[src/rtl/framebuffer_cmd_sequencer_pkg.sv]
// Shared types and constants for the framebuffer command sequencer.
// Holds the sequencer state encoding and the framebuffer index assignments.
package framebuffer_cmd_sequencer_pkg;

    localparam int NUM_FB_DEFAULT = 3;

    localparam int FB_COLOR   = 0;
    localparam int FB_DEPTH   = 1;
    localparam int FB_STENCIL = 2;

    typedef enum logic [2:0] {
        IDLE,
        DRAIN,
        MEMSET_REQ,
        MEMSET_WAIT,
        COMMIT_SEL,
        COMMIT_REQ,
        COMMIT_WAIT
    } seq_state_e;

    // Width of a framebuffer index; never zero so a single-FB build still has a bit.
    function automatic int fb_idx_width(input int n);
        return (n > 1) ? $clog2(n) : 1;
    endfunction

endpackage

[src/rtl/framebuffer_cmd_sequencer_lowest_index.sv]
// Combinational priority encoder: reports the lowest set bit of a framebuffer mask.
module fb_lowest_index #(
    parameter int NUM_FB = 3,
    parameter int IDX_W  = 2
) (
    input  logic [NUM_FB-1:0] mask,
    output logic [IDX_W-1:0]  index,
    output logic              found
);

    // Scan downwards so the last hit, the lowest index, wins.
    always_comb begin
        index = '0;
        found = 1'b0;
        for (int i = NUM_FB - 1; i >= 0; i--) begin
            if (mask[i]) begin
                index = IDX_W'(i);
                found = 1'b1;
            end
        end
    end

endmodule

[src/rtl/framebuffer_cmd_sequencer.sv]
// Sequences one command: wait for pipeline drain, clear the selected framebuffers in
// parallel, then stream the selected framebuffers out one at a time in ascending order.
module framebuffer_cmd_sequencer
    import framebuffer_cmd_sequencer_pkg::*;
#(
    parameter int NUM_FB              = NUM_FB_DEFAULT,
    parameter int FB_SIZE_IN_PIXEL_LG = 20,
    parameter int ADDR_WIDTH          = 32
) (
    input  logic                           aclk,
    input  logic                           resetn,
    input  logic                           cmd_valid,
    output logic                           cmd_ready,
    input  logic [NUM_FB-1:0]              cmd_memset_mask,
    input  logic [NUM_FB-1:0]              cmd_commit_mask,
    input  logic [FB_SIZE_IN_PIXEL_LG-1:0] cmd_size,
    input  logic [NUM_FB*ADDR_WIDTH-1:0]   cmd_addr,
    input  logic                           pipe_idle,
    output logic [NUM_FB-1:0]              fb_apply,
    input  logic [NUM_FB-1:0]              fb_applied,
    output logic                           fb_cmd_memset,
    output logic                           fb_cmd_commit,
    output logic [FB_SIZE_IN_PIXEL_LG-1:0] fb_cmd_size,
    output logic [ADDR_WIDTH-1:0]          fb_cmd_addr,
    output logic                           busy
);

    localparam int IDX_W = fb_idx_width(NUM_FB);

    seq_state_e                     state_reg, state_next;
    logic [NUM_FB-1:0]              memset_mask_reg, memset_mask_next;
    logic [NUM_FB-1:0]              commit_mask_reg, commit_mask_next;
    logic [NUM_FB-1:0]              seen_low_reg, seen_low_next;
    logic [FB_SIZE_IN_PIXEL_LG-1:0] size_reg, size_next;
    logic [NUM_FB*ADDR_WIDTH-1:0]   addr_all_reg, addr_all_next;
    logic [ADDR_WIDTH-1:0]          fb_addr_reg, fb_addr_next;
    logic [IDX_W-1:0]               sel_idx_reg, sel_idx_next;

    logic [IDX_W-1:0]      low_idx;
    logic                  low_found;
    logic [NUM_FB-1:0]     low_onehot;
    logic [NUM_FB-1:0]     sel_onehot;
    logic [ADDR_WIDTH-1:0] addr_masked [NUM_FB];
    logic [ADDR_WIDTH-1:0] addr_pick;

    fb_lowest_index #(
        .NUM_FB (NUM_FB),
        .IDX_W  (IDX_W)
    ) u_lowest_index (
        .mask  (commit_mask_reg),
        .index (low_idx),
        .found (low_found)
    );

    for (genvar gi = 0; gi < NUM_FB; gi++) begin : g_fb
        assign low_onehot[gi]  = (low_idx == IDX_W'(gi));
        assign sel_onehot[gi]  = (sel_idx_reg == IDX_W'(gi));
        assign addr_masked[gi] = low_onehot[gi] ? addr_all_reg[gi*ADDR_WIDTH +: ADDR_WIDTH] : '0;
    end

    always_comb begin
        addr_pick = '0;
        for (int i = 0; i < NUM_FB; i++) begin
            addr_pick = addr_pick | addr_masked[i];
        end
    end

    always_ff @(posedge aclk or negedge resetn) begin
        if (!resetn) begin
            state_reg       <= IDLE;
            memset_mask_reg <= '0;
            commit_mask_reg <= '0;
            seen_low_reg    <= '0;
            size_reg        <= '0;
            addr_all_reg    <= '0;
            fb_addr_reg     <= '0;
            sel_idx_reg     <= '0;
        end else begin
            state_reg       <= state_next;
            memset_mask_reg <= memset_mask_next;
            commit_mask_reg <= commit_mask_next;
            seen_low_reg    <= seen_low_next;
            size_reg        <= size_next;
            addr_all_reg    <= addr_all_next;
            fb_addr_reg     <= fb_addr_next;
            sel_idx_reg     <= sel_idx_next;
        end
    end

    always_comb begin
        state_next       = state_reg;
        memset_mask_next = memset_mask_reg;
        commit_mask_next = commit_mask_reg;
        seen_low_next    = seen_low_reg;
        size_next        = size_reg;
        addr_all_next    = addr_all_reg;
        fb_addr_next     = fb_addr_reg;
        sel_idx_next     = sel_idx_reg;
        fb_apply         = '0;
        fb_cmd_memset    = 1'b0;
        fb_cmd_commit    = 1'b0;

        case (state_reg)
            IDLE: begin
                if (cmd_valid) begin
                    memset_mask_next = cmd_memset_mask;
                    commit_mask_next = cmd_commit_mask;
                    size_next        = cmd_size;
                    addr_all_next    = cmd_addr;
                    state_next       = DRAIN;
                end
            end
            DRAIN: begin
                seen_low_next = '0;
                if (pipe_idle) begin
                    state_next = (|memset_mask_reg) ? MEMSET_REQ : COMMIT_SEL;
                end
            end
            MEMSET_REQ: begin
                // Framebuffers may drop applied in different cycles, so remember each one.
                fb_apply      = memset_mask_reg;
                fb_cmd_memset = 1'b1;
                seen_low_next = seen_low_reg | (memset_mask_reg & ~fb_applied);
                if (seen_low_next == memset_mask_reg) begin
                    state_next = MEMSET_WAIT;
                end
            end
            MEMSET_WAIT: begin
                if ((fb_applied & memset_mask_reg) == memset_mask_reg) begin
                    state_next = COMMIT_SEL;
                end
            end
            COMMIT_SEL: begin
                if (low_found) begin
                    commit_mask_next = commit_mask_reg & ~low_onehot;
                    fb_addr_next     = addr_pick;
                    sel_idx_next     = low_idx;
                    state_next       = COMMIT_REQ;
                end else begin
                    state_next = IDLE;
                end
            end
            COMMIT_REQ: begin
                fb_apply      = sel_onehot;
                fb_cmd_commit = 1'b1;
                if (!(|(fb_applied & sel_onehot))) begin
                    state_next = COMMIT_WAIT;
                end
            end
            COMMIT_WAIT: begin
                if (|(fb_applied & sel_onehot)) begin
                    state_next = COMMIT_SEL;
                end
            end
            default: begin
                state_next = IDLE;
            end
        endcase
    end

    assign cmd_ready   = (state_reg == IDLE);
    assign busy        = (state_reg != IDLE);
    assign fb_cmd_size = size_reg;
    assign fb_cmd_addr = fb_addr_reg;

endmodule
[config.mk]
export PLATFORM = sky130hd
export DESIGN_NAME = framebuffer_cmd_sequencer
export DESIGN_NICKNAME = d
export VERILOG_FILES = /design/src/rtl/framebuffer_cmd_sequencer_pkg.sv /design/src/rtl/framebuffer_cmd_sequencer_lowest_index.sv /design/src/rtl/framebuffer_cmd_sequencer.sv
export SDC_FILE = /design/constraint.sdc
export NUM_CORES = 1
export LEC_CHECK = 0
export CAP_MARGIN = 30
export CORE_UTILIZATION = 30
export CTS_CLUSTER_SIZE = 20
export DETAILED_ROUTE_END_ITERATION = 7
export SKIP_LAST_GASP = 1
export SLEW_MARGIN = 40
export SYNTH_ARGS = -nofsm -noshare
export SYNTH_HDL_FRONTEND = slang
export SYNTH_HIERARCHICAL = 1
export SYNTH_SLANG_ARGS = --single-unit
export TNS_END_PERCENT = 30
[constraint.sdc]
create_clock -name aclk -period 1.5 [get_ports aclk]
set_input_delay 0.15 -clock aclk [delete_from_list [all_inputs] [get_ports aclk]]
set_output_delay 0.15 -clock aclk [all_outputs]
set_load 0.1 [all_outputs]
==> flow_summary.ini <==
[timing]
post-route-period-util_pct = 120
period_needed_ns = 1.79
skew_ns = 0.0124
worst_slack_ns = -0.293
maxSlewViolCount = 0
final-setup-viol-count = 165
final_hold_viol_count = 0
worstMarginPinSlew_ns = 0.400
rsz0062_at_grt = yes
slew_headroom_pct = 73.3
max_freq_mhz = 558
setup_tns_ns = -33.50

[clock_network]
path_clk_slew_ns = 0.06
clkSinkCount = 162
cts_root_buf = clkbuf_16
clock_path_buffers = 2
htree_num_levels = 4
numCtsBuffers = 17
tritoncts = yes
insertion_delay_ns = 0.43

[grt]
grt_first_pass_wirelength_mm = 30.1
grt_pass1_vias = 5402
grt_max_degree = 43
gr-usage-all-layers_pct = 16.4
overflow = 0
antenna_found_initial = 0

[route]
via_count = 5149
wire_per_inst_um = 17.0
drt_iter0_drc = 168
drt-total-wl_mm = 19.2
drtAntennaViolNets = 0
vias_per_cell = 4.56
drc = 0
firstDrtPassIters = 4

[setup_path]
crit_fanout = 9
path_class = register to output port
crit_required_ns = 1.35
crit_chain = buf_4 -> and3_4 -> a22o_4 -> buf_12
arrival_ns = 1.64
slowest_delay_ns = 0.41
crit_family = flip-flops
worstSetupStartpointType = register
critPathCaptureType = output port
path_buf_inv = 2
critPathSlowestCell = dfrtp_1

[final_layout]
final_cell_area_sq_um = 11600
antenna_cells = 0
largest_register_ffs = 96
drive_gt1_share_pct = 37.8
fin_util_pct = 50.8
synthToLayoutAreaGrowth_pct = 64.8
nets = 936

[yosys]
synth_top_area_share_pct = 57.6
synth_area_leaders = dfrtp_1 (58%), mux2_2 (18%), mux2i_1 (4.8%)
synth_seq_cells = 162
netlist_area_sq_um = 7040
synth_cells = 555
ys_seq_area_share_pct = 57.6
synth-main-ff-cell = dfrtp_1
yosys_warnings = 6
synth_edf_count = 0
avgSynthCellArea_sq_um = 12.7
synth_nets = 684
async_flop_share_pct = 100
synth_top_cell_by_area = dfrtp_1
ys_types = 36

[floorplanning]
io_pins = 188
fp.dieW_um = 155
core_sq_um = 22800
row_count = 55
die_y_um = 155
die_area_sq_um = 24100
start_util_pct = 30.8

[place]
placed_cell_area_sq_um = 10100
io_buffers = 187
gp_congestion = 0.767
dp_hpwl_mm = 12.1
pre_cts_ws_ns = -0.135

[run_status]
violations = negative setup slack
status = complete, but fails checks

[pwr]
power_density_nw_per_um2 = 2690
p_leak_nw = 4.99
total_power_mw = 31.1
irDropWorstVdd_mv = 1.68

[job]
cap_violations = 0

[worst_hold_path]
hold_class = input pin to asynchronous set/reset pin
cells by family after synthesis:
family	synth area share, %
AO/OA/AOI/OAI	7.27
buffers and inverters	4.50
flip-flops	57.6
multiplexers	24.2
AND/OR/NAND/NOR	6.42
power breakdown:
| part | internal [mW] | switching (mW) |
|---|---|---|
| clock network | 2.55 | 1.74 |
| registers | 6.63 | 1.74 |
| logic | 8.53 | 9.95 |
layout make-up:
type / instances / area [sq um]
fillers: 1997 / 11300
flip-flops and latches: 162 / 4060
repair buffers: 270 / 3610
multi-input cells: 350 / 2930
clock buffers: 20 / 467
well taps: 313 / 392
clock inverters: 9 / 109
inverters: 6 / 30.0
metrics by stage:
stage / hold slack (ns) / std cells
3_3_place_gp: 0.0969 / 1057
6_report: 0.209 / 1130
3_5_place_dp: 0.0915 / 1057
4_1_cts: 0.206 / 1118
5_1_grt: 0.236 / 1130
2_1_floorplan: -0.146 / 555
metal layers:
layer  GRT usage [%]  part of all wire [%]
met5               0                     0
met2            25.9                    47
met4            4.43                   1.2
met3            4.40                   4.8
met1            22.3                    47
timing repair:
item,in CTS,in global routing
hold buffers,1,0
setup endpoints to repair,160,166
endpoints found under the hold margin,106,0
pin swaps,6,9
gates resized for setup,40,46
cloned,10,4
setup buffers,21,9
worst reg2reg max path: stages, from the launching register on:
cell and delay (ns):
dfrtp_1 0.41, buf_6 0.13, nor3_4 0.20, and2_4 0.27
buf_4 0.15, buf_12 0.15, mux2_2 0.36
synth_stat cells, drive strengths merged, types with 6 or more instances:
cell type,n
dfrtp,162
mux2,121
nor2,67
a21oi,64
mux2i,34
buf,28
nand2,13
clkbuf,10
o21ai,7
inv,6
path summary, 6_finish.rpt:
path                                              start                            to  slack, ns  cells past startpoint
hold / removal                                   resetn   seen_low_reg[0]$_DFFE_PN0P_       0.21                      2
setup reg to reg               state_reg[1]$_DFFE_PN0P_  addr_all_reg[40]$_DFFE_PN0P_      -0.28                      6
min in group aclk                          cmd_addr[38]  addr_all_reg[38]$_DFFE_PN0P_       0.33                      2
hold reg to reg            addr_all_reg[71]$_DFFE_PN0P_  addr_all_reg[71]$_DFFE_PN0P_       0.49                      1
setup / recovery               state_reg[1]$_DFFE_PN0P_                   fb_apply[2]      -0.29                      4
max in group asynchronous                        resetn  addr_all_reg[73]$_DFFE_PN0P_       0.71                      3
cell usage in the layout, fill, tap and decap left out, types with 3 or more instances in the layout:
| cell type | instances |
|---|---|
| buf_12 | 77 |
| o21ai_0 | 7 |
| a21oi_1 | 63 |
| nor2_1 | 65 |
| clkbuf_8 | 3 |
| buf_16 | 7 |
| nand2_1 | 11 |
| clkinv_4 | 3 |
| mux2i_1 | 33 |
| nor3_1 | 4 |
| mux2_2 | 74 |
| nand2b_1 | 3 |
| mux2_1 | 6 |
| o22ai_1 | 4 |
| clkdlybuf4s50_1 | 127 |
| a22o_1 | 3 |
| clkinv_2 | 3 |
| mux2_4 | 41 |
| buf_6 | 11 |
| inv_1 | 3 |
| buf_4 | 40 |
| clkbuf_16 | 20 |
| dfrtp_1 | 161 |
| nor2b_1 | 3 |
Power figures use the tool's default switching activity.
